$ cat config.mk
export PLATFORM = sky130hd
export DESIGN_NAME = wb_buf
export DESIGN_NICKNAME = d
export VERILOG_FILES = /design/src/rtl/wb_buf.sv
export SDC_FILE = /design/constraint.sdc
export NUM_CORES = 1
export LEC_CHECK = 0
export CAP_MARGIN = 20
export CORE_MARGIN = 10
export CORE_UTILIZATION = 53
export DETAILED_ROUTE_END_ITERATION = 16
export PLACE_DENSITY = 0.85
export SETUP_SLACK_MARGIN = 0.1
export SLEW_MARGIN = 10
export SYNTH_ARGS = -nofsm -noshare
export SYNTH_HDL_FRONTEND = slang
export SYNTH_SLANG_ARGS = --single-unit
export TNS_END_PERCENT = 50
$ cat constraint.sdc
create_clock -name clk -period 4.62 [get_ports clk]
set_input_delay 1.155 -clock clk [delete_from_list [all_inputs] [get_ports clk]]
set_output_delay 1.155 -clock clk [all_outputs]
set_load 0.01 [all_outputs]
$ cat src/rtl/wb_buf.sv
// Writeback buffer: circular FIFO of {rd, data} between the ALU and the register-file write port.
// Optional operand bypass lookup is compiled in when WB_BUF_BYPASS_EN is defined.
`ifndef DATA_LEN
`define DATA_LEN 32
`endif

module wb_buf #(
  parameter int unsigned DEPTH         = 4,
  parameter int unsigned REG_SEL_WIDTH = 5
) (
  input  logic                     clk,
  input  logic                     reset_x,
  input  logic                     in_valid,
  output logic                     in_ready,
  input  logic [REG_SEL_WIDTH-1:0] in_rd,
  input  logic [`DATA_LEN-1:0]     in_data,
  input  logic                     rf_busy,
  output logic                     rf_we,
  output logic [REG_SEL_WIDTH-1:0] rf_waddr,
  output logic [`DATA_LEN-1:0]     rf_wdata,
  input  logic [REG_SEL_WIDTH-1:0] rs1_addr,
  input  logic [REG_SEL_WIDTH-1:0] rs2_addr,
  output logic                     rs1_hit,
  output logic                     rs2_hit,
  output logic [`DATA_LEN-1:0]     rs1_fwd,
  output logic [`DATA_LEN-1:0]     rs2_fwd,
  output logic [$clog2(DEPTH):0]   count
);

  localparam int unsigned PW = $clog2(DEPTH);
  localparam int unsigned CW = PW + 1;
  localparam int unsigned DW = `DATA_LEN;

  logic [REG_SEL_WIDTH-1:0] r_rd   [DEPTH];
  logic [DW-1:0]            r_data [DEPTH];
  logic [PW-1:0]            r_head;
  logic [PW-1:0]            r_tail;
  logic [CW-1:0]            r_count;

  logic w_push;
  logic w_pop;

  // Handshake and drain are decoded from occupancy only, so no in_* -> rf_* path exists.
  assign in_ready = (r_count != CW'(DEPTH));
  assign w_push   = in_valid && in_ready && (in_rd != '0);
  assign w_pop    = (r_count != '0) && !rf_busy;
  assign rf_we    = w_pop;
  assign rf_waddr = w_pop ? r_rd[r_head]   : '0;
  assign rf_wdata = w_pop ? r_data[r_head] : '0;
  assign count    = r_count;

  // Pointer and occupancy state; DEPTH is a power of two so pointers wrap naturally.
  always_ff @(posedge clk or negedge reset_x) begin
    if (!reset_x) begin
      r_head  <= '0;
      r_tail  <= '0;
      r_count <= '0;
    end else begin
      if (w_push) r_tail <= r_tail + PW'(1);
      if (w_pop)  r_head <= r_head + PW'(1);
      case ({w_push, w_pop})
        2'b10:   r_count <= r_count + CW'(1);
        2'b01:   r_count <= r_count - CW'(1);
        default: r_count <= r_count;
      endcase
    end
  end

  // Entry storage is qualified by occupancy, so it carries no reset.
  always_ff @(posedge clk) begin
    if (w_push) begin
      r_rd[r_tail]   <= in_rd;
      r_data[r_tail] <= in_data;
    end
  end

`ifdef WB_BUF_BYPASS_EN
  // Walk oldest to youngest so the last match seen is the youngest one.
  always_comb begin
    logic [PW-1:0] idx;
    idx     = '0;
    rs1_hit = 1'b0;
    rs2_hit = 1'b0;
    rs1_fwd = '0;
    rs2_fwd = '0;
    for (int unsigned i = 0; i < DEPTH; i++) begin
      idx = r_head + PW'(i);
      if (CW'(i) < r_count) begin
        if ((rs1_addr != '0) && (r_rd[idx] == rs1_addr)) begin
          rs1_hit = 1'b1;
          rs1_fwd = r_data[idx];
        end
        if ((rs2_addr != '0) && (r_rd[idx] == rs2_addr)) begin
          rs2_hit = 1'b1;
          rs2_fwd = r_data[idx];
        end
      end
    end
  end
`else
  logic w_unused_rs;
  assign w_unused_rs = ^{rs1_addr, rs2_addr};
  assign rs1_hit     = 1'b0;
  assign rs2_hit     = 1'b0;
  assign rs1_fwd     = '0;
  assign rs2_fwd     = '0;
`endif

endmodule

**After elaboration in Yosys (flattened, before gate mapping)**

Memory sizes are Yosys's and may differ from the RTL's.
Cells that the tools add are included.

- Bits in registers: 7
- Bits in latches: 0
- RAM bits: 148
- Bits in read-only memories: 0
- Input port bits: 51
- Output and inout bits: 108
- Memories kept: 2

Memories:

| memory | depth | bits a word | read ports | clocked after Yosys merged registers in | wr ports | RTL line | RTL |
|---|---|---|---|---|---|---|---|
| r_data | 4 | 32 | 1 | 0 | 1 | 35 | `logic [DW-1:0] r_data [DEPTH];` |
| r_rd | 4 | 5 | 1 | 0 | 1 | 34 | `logic [REG_SEL_WIDTH-1:0] r_rd [DEPTH];` |

- $add $sub $neg: 4
- Multiply operators: 0
- Divide/modulo/power cells: 0
- $lt $le $gt $ge: 0
- Eq/ne operators: 3
- Shift operators: 0
- Mux-type cells: 5
- Bitwise logic cells: 0
- Reduce and logical (&&, ||, !) cells: 7

Operator list:

| cell | number |
|---|---|
| $mux 32 | 1 |
| $pmux 3 s2 | 1 |
| $mux 5 | 1 |
| $reduce_bool 5->1 | 1 |
| $add 2x1->2 const B | 2 |
| $add 3x1->3 const B | 1 |
| $logic_and 1x1->1 | 3 |
| $ne 3x3->1 const B | 1 |
| $reduce_bool 3->1 | 1 |
| $sub 3x1->3 const B | 1 |
| $eq 2x1->1 const B | 1 |
| $eq 2x2->1 const B | 1 |
| $mux 1 | 2 |
| $reduce_bool 2->1 | 1 |
| $logic_not 1->1 | 1 |

**Longest topological paths before layout**

Gate-level depths: netlist of run 1.

- Word-level depth: 5
- Depth in mapped cells: 8
- Mapped depth without buffers: 8

**Worst setup path after synthesis of run 1**

No wires, ideal clock.

- Path kind: input to output
- Start point: in rf_busy
- End point: out rf_wdata[12]
- Arrival: 1.926 ns
- Required time: 3.465 ns
- Slack: 1.539 ns
- Stages on the path: 4
- Buffers on the path: 2
- Path through: nor2_1 -> clkbuf_1 -> clkbuf_1 -> and2_1

- Cells in the longest elaborated chain, start to end: 3

Ends and longest elaborated chain:

| item | RTL line | RTL |
|---|---|---|
| start: declaration | 17 | `input logic rf_busy,` |
| $logic_not 1->1 | 46 | `assign w_pop = (r_count != '0) && !rf_busy;` |
| $logic_and 1x1->1 | 46 |  |
| $mux 32 | 49 | `assign rf_wdata = w_pop ? r_data[r_head] : '0;` |
| end: declaration | 20 | `` output logic [`DATA_LEN-1:0] rf_wdata, `` |

Every way passes these cells.

**Worst setup path after layout of run 1**

- Start point: in rf_busy
- End point: out rf_wdata[28]

Same word-level chain as after synthesis.

==> results of run 1 <==
==> per-stage QoR <==
stage	area, um2	worst slack [ns]	std cells
3_5_place_dp	7242	0.7171	555
3_3_place_gp	7242	0.7376	555
2_1_floorplan	6750	1.539	401
6_report	7826	0.7436	587
4_1_cts	7826	0.6866	587
5_1_grt	7826	0.5807	587
==> state kept, by name, summed over array words and instances (netlist names) <==
signal and flops:
r_rd 20, count 3, r_tail 2, r_data 128
r_head 2
==> kinds of logic (layout without fill, tap and decap cells) <==
group / after synthesis / count (layout) / synth area share (%)
adder cells (fa/ha/maj): 6 / 6 / 1.269
multiplexers: 39 / 39 / 13.21
AO/OA/AOI/OAI: 1 / 1 / 0.2693
flip-flops: 155 / 155 / 71.00
other: 1 / 66 / 0.05764
XOR/XNOR: 6 / 6 / 0.8078
AND/OR/NAND/NOR: 47 / 47 / 4.635
buffers and inverters: 81 / 120 / 8.750
==> layer usage <==
| metal | up-vias | GRT usage (%) | share of wire [%] |
|---|---|---|---|
| li1 | 1337 | - | - |
| met1 | 1515 | 15.98 | 39 |
| met2 | 138 | 23.64 | 50 |
| met3 | 15 | 5.036 | 9.5 |
| met4 | 0 | 5.167 | 1.4 |
| met5 | - | 0 | 0 |
==> critical path, delay by kind of cell <==
kind	cells	cell delay [ns]
and+or+nand+nor	2	0.31
buffers and inverters	3	1.24
==> layout by cell type, fill, tap and decap left out, types with 3 or more instances in the layout <==
cell,Yosys,final
inv_1,3,3
clkdlybuf4s50_1,0,82
bufinv_16,0,3
clkinv_2,0,3
and2_2,4,4
edfxtp_1,148,148
clkinvlp_4,0,4
dfrtp_1,7,5
conb_1,1,66
clkbuf_16,0,17
and2_1,37,37
xnor2_1,3,3
mux4_2,37,37
ha_1,5,5
xor2_1,3,3
==> power groups by stage <==
stage	Clock [mW]	Combinational (mW)	Sequential, mW
after floorplan	0	0.971	1.95
after global routing	1.45	1.47	2.10
after CTS	1.38	1.39	2.07
after global placement	0	1.36	2.07
final	1.35	1.35	2.06
after detailed placement	0	1.38	2.10
==> final cells by class <==
| cell class | count | share of cell area [%] |
|---|---|---|
| Clock inverter | 13 | 1.934 |
| Tap cell | 147 | 2.350 |
| Sequential cell | 155 | 59.06 |
| Clock buffer | 19 | 5.532 |
| Inverter | 3 | 0.1439 |
| Timing Repair Buffer | 85 | 10.94 |
| Multi-Input combinational cell | 165 | 20.05 |
==> path summary, 6_finish.rpt <==
kind / endpoint / slack [ns]
worst min register to register: count[2] / 0.53
min in group asynchronous: count[2] / 1.00
worst min-delay path: count[2] / 0.53
worst max register to register: count[2] / 2.37
max in group asynchronous: r_head[0] / 3.36
worst max-delay path: rf_wdata[28] / 0.74
==> out/metrics.csv, run 1 <==
stage,metric,value,unit
logic_synthesis,netlist_area,6506,um2
logic_synthesis,synth_edf_count,148,
cells_and_area,antenna_cells,0,
floorplan,dieArea,17110,um2
flow_run,drv_cap,0,
routing,postRouteAntennaNets,0,
routing,drt_iter0_markers,151,
sta,worstMarginPinSlew,1.065,ns
global_route,grt_pass1_wl,17680,um
worst_setup_path,worstPathMaxFanout,20,
clock_tree,clk_latency,0.41,ns
power,powerDensity,609.2,nW/um2
power,p_int,3.485,mW
logic_synthesis,avgSynthCellArea,19.36,um2
clock_tree,ctsResizeCount,0,
sta,final.min_clock_period,3.876,ns
worst_setup_path,crit_path_max_incr_delay,0.55,ns
sta,finalMaxSlewViolations,0,
worst_setup_path,crit_start,rf_busy,
sta,setup_tns,0,ns
sta,finalHoldViolCount,0,
logic_synthesis,synth_ff_type,edfxtp_1,
cells_and_area,syn2layout_area_growth,20.29,%
clock_tree,clock_path_buffers,2,
logic_synthesis,synth_top_area_cell,edfxtp_1,
power,combPwrFrac,28.4,%
cells_and_area,seq_area,4622,um2
worst_setup_path,cp.required,3.46,ns
logic_synthesis,synth_common_cells,"edfxtp_1 (148), buf_4 (67), and2_1 (37), mux4_2 (37), dfrtp_1 (7)",
floorplan,core,12010,um2
floorplan,fp-row-count,40,
logic_synthesis,async_flop_share,4.516,%
global_route,grt_pass1_vias,3237,
logic_synthesis,synth.top_cell.area_share,68.31,%
power,total_leakage_power,2.713,nW
placement,gp_congestion,0.7243,
logic_synthesis,synth.distinct_cells,23,
clock_tree,cts_root_buffer,clkbuf_16,
cells_and_area,multi_input_area,1569,um2
clock_tree,cts_sinks,155,
logic_synthesis,yosys.cell_count.top_type,edfxtp_1,
global_route,groute.usage.overall,13.96,%
worst_setup_path,end_kind,primary output,
worst_setup_path,crit_path_start_kind,input pin,
routing,via_per_inst,5.119,
worst_setup_path,path_cells,clkdlybuf4s50_1 -> nor2_4 -> buf_4 -> and2_1 -> clkdlybuf4s50_1,
sta,slew_headroom,28.98,%
power,power_switching,1.283,mW
min_path,whs_path_depth,1,
logic_synthesis,synthCells,336,
cells_and_area,fillers,813,
clock_tree,cts_hold_buf,0,
logic_synthesis,ys_seq_elements,155,
power,pwr-share-seq,43.2,%
power,swShare,26.91,%
logic_synthesis,synth.area.top_cells,"edfxtp_1 (68%), mux4_2 (13%), buf_4 (7.7%)",
floorplan,die_h,130.8,um
cells_and_area,post-route-util,65.16,%
worst_setup_path,cp_common_cell,clkdlybuf4s50_1,
floorplan,initial_core_util,54.17,%
cells_and_area,nets,484,
routing,drc,0,
sta,setup_viol,0,
sta,finalCritPeriodShare,83.90,%
clock_tree,cts_tree,yes,
clock_tree,cts.clk_slew.worst_paths,0.06,ns
clock_tree,numCtsBuffers,17,
min_path,min_path_type,reg -> reg,
worst_setup_path,r2r-start,count[0],
sta,fmaxAchievable,258.0,MHz
min_path,min_from,count[2],
sta,whs,0.5278,ns
clock_tree,h-tree-depth,4,
global_route,antenna_found_initial,0,
worst_setup_path,worst_path_max_delay_cell,clkdlybuf4s50_1,
logic_synthesis,ys_seq_area_share,71.00,%
power,peakVddDrop,0.4329,mV
power,pwr-share-clk,28.4,%
sta,rsz0062_at_grt,no,
global_route,globalRoute.totalOverflow,0,
global_route,grt_max_degree,39,
worst_setup_path,reg2reg_depth,8,
routing,wl_per_cell,19.73,um
routing,wirelength,11580,um
routing,vias,3005,
worst_setup_path,cp.arrival,2.72,ns
sta,fin_skew,0.01006,ns
run_status,outcome,"complete, no violations",
cells_and_area,drive_gt1_share,18.18,%
worst_setup_path,crit_type,in -> out,
floorplan,die_w,130.8,um
floorplan,io_pins,159,
clock_tree,post_cts_buffers,0,
placement,dp_hpwl,7273,um
logic_synthesis,yosys_warnings,0,
power,total_power,4.767,mW
placement,port_buffers,82,
routing,dr.pass1.iters,4,
Note: power is estimated with default switching activity, not from simulation.
==> run 2, diff against run 1 <==
- CORE_UTILIZATION: 53 -> 49
- PLACE_DENSITY: 0.85 -> 0.79
- clock period: 4.62 -> 3.95 ns (I/O delays scaled with it)
==> out/metrics.csv, run 2 (same netlist as run 1, synthesis figures left out) <==
stage,metric,value,unit
global_route,antenna_found_initial,0,
cells_and_area,seq_area,4622,um2
clock_tree,h-tree-depth,4,
placement,gp_congestion,0.6725,
global_route,globalRoute.totalOverflow,0,
flow_run,drv_cap,0,
cells_and_area,syn2layout_area_growth,21.90,%
worst_setup_path,crit_path_start_kind,input pin,
run_status,outcome,"complete, no violations",
power,swShare,26.20,%
sta,fin_skew,0.01360,ns
routing,drc,0,
floorplan,fp-row-count,42,
sta,slew_headroom,28.49,%
routing,wl_per_cell,18.92,um
worst_setup_path,crit_type,in -> out,
floorplan,die_h,135.2,um
sta,setup_viol,0,
global_route,grt_pass1_wl,18070,um
sta,finalMaxSlewViolations,0,
routing,wirelength,11730,um
routing,dr.pass1.iters,4,
cells_and_area,largest_register_ffs,128,
power,total_leakage_power,2.759,nW
power,pwr-share-clk,29.7,%
global_route,groute.usage.overall,13.06,%
floorplan,die_w,135.2,um
worst_setup_path,crit_path_max_incr_delay,0.55,ns
worst_setup_path,cp.required,2.96,ns
floorplan,dieArea,18290,um2
sta,finalCritPeriodShare,89.81,%
sta,setup_tns,0,ns
worst_setup_path,worstPathMaxFanout,21,
cells_and_area,multi_input_area,1569,um2
clock_tree,numCtsBuffers,17,
clock_tree,cts_hold_buf,0,
sta,fmaxAchievable,281.9,MHz
cells_and_area,drive_gt1_share,18.69,%
power,peakVddDrop,0.4166,mV
routing,vias,3023,
global_route,grt_pass1_vias,3284,
cells_and_area,final_common_cell,edfxtp_1,
sta,rsz0062_at_grt,no,
worst_setup_path,cp.arrival,2.56,ns
cells_and_area,most-common-layout-cells,"edfxtp_1 (148), clkdlybuf4s50_1 (82), conb_1 (66), mux4_2 (37), and2_1 (37)",
cells_and_area,largest-register,r_data,
placement,dp_hpwl,7333,um
sta,whs,0.5374,ns
clock_tree,clk_latency,0.42,ns
routing,postRouteAntennaNets,0,
power,pwr-share-seq,40.7,%
clock_tree,cts_tree,yes,
sta,final.min_clock_period,3.548,ns
power,power_switching,1.492,mW
worst_setup_path,worst_path_max_delay_cell,clkdlybuf4s50_1,
worst_setup_path,cp_common_cell,clkdlybuf4s50_1,
worst_setup_path,path_cells,clkdlybuf4s50_1 -> nor2_4 -> buf_4 -> and2_1 -> clkdlybuf4s50_1,
sta,finalHoldViolCount,0,
routing,via_per_inst,4.876,
power,p_int,4.202,mW
power,powerDensity,718.0,nW/um2
clock_tree,post_cts_buffers,0,
min_path,min_path_type,reg -> reg,
worst_setup_path,end_kind,primary output,
clock_tree,cts.clk_slew.worst_paths,0.05,ns
clock_tree,ctsResizeCount,0,
cells_and_area,antenna_cells,0,
clock_tree,cts_sinks,155,
floorplan,io_pins,159,
floorplan,initial_core_util,49.52,%
clock_tree,clock_path_buffers,2,
cells_and_area,nets,488,
power,combPwrFrac,29.5,%
global_route,grt_max_degree,38,
sta,worstMarginPinSlew,1.073,ns
placement,port_buffers,82,
floorplan,core,13140,um2
clock_tree,cts_root_buffer,clkbuf_16,
worst_setup_path,r2r_slack,1.67,ns
cells_and_area,fillers,967,
routing,drt_iter0_markers,119,
[run 2: changes by cell type in the layout (fill, tap and decap cells not counted), sizes merged]
cell / change
buf: +4
bufinv: +1
clkbuf: +5
clkinv: -3
clkinvlp: -3
[run 2: layer usage]
layer	global-route usage [%]	wire length, um	up-vias	share of wire [%]
met5	0	0	-	0
met4	5.323	149	0	1.3
met3	5.341	1177	15	10
met2	20.97	5761	132	49
met1	15.29	4639	1534	40
li1	-	-	1342	-
[run 2: worst paths after layout]
check,startpoint,endpoint,depth (start not counted)
worst max register to register,count[1],count[2],8
worst min register to register,count[2],count[2],1
worst max-delay path,rf_busy,rf_wdata[28],5
min in group asynchronous,reset_x,r_tail[1],1
worst min-delay path,count[2],count[2],1
max in group asynchronous,reset_x,r_head[0],1
[run 2: worst max-delay path: cells and delay by family]
family,cells,cell delay (ns)
AND/OR/NAND/NOR,2,0.31
buffers and inverters,3,1.25
[run 2: cell type report]
cell class              count  area share [%]
repair buffers             89           11.17
clock buffers              24           6.074
inverters                   3          0.1420
well taps                 176           2.776
clock inverters             8           1.783
multi-input cells         165           19.78
flip-flops and latches    155           58.27
[run 2: through the flow]
| stage | setup slack (ns) | power, mW | util [%] | instance area [um2] | cells |
|---|---|---|---|---|---|
| final | 0.4024 | 5.695 | 60.37 | 7931 | 620 |
| after global routing | 0.3134 | 5.989 | 60.37 | 7931 | 620 |
| after CTS | 0.3772 | 5.781 | 60.22 | 7911 | 619 |
| after detailed placement | 0.3907 | 4.076 | 55.48 | 7288 | 587 |
| after global placement | 0.3977 | 4.028 | 55.48 | 7288 | 587 |
| after floorplan | 1.175 | 3.413 | - | 6750 | 401 |
[run 2: power groups by stage]
stage	combinational, mW	sequential, mW	clock, mW
2_1_floorplan	1.14	2.28	0
3_3_place_gp	1.69	2.34	0
3_5_place_dp	1.72	2.36	0
4_1_cts	1.73	2.33	1.73
5_1_grt	1.84	2.35	1.80
6_report	1.68	2.32	1.69
==> run 3, diff against run 2 <==
- HOLD_SLACK_MARGIN: default -> 0.05
==> results of run 3 <==
The final DEF is identical to that of run 2; final timing and power are the same.
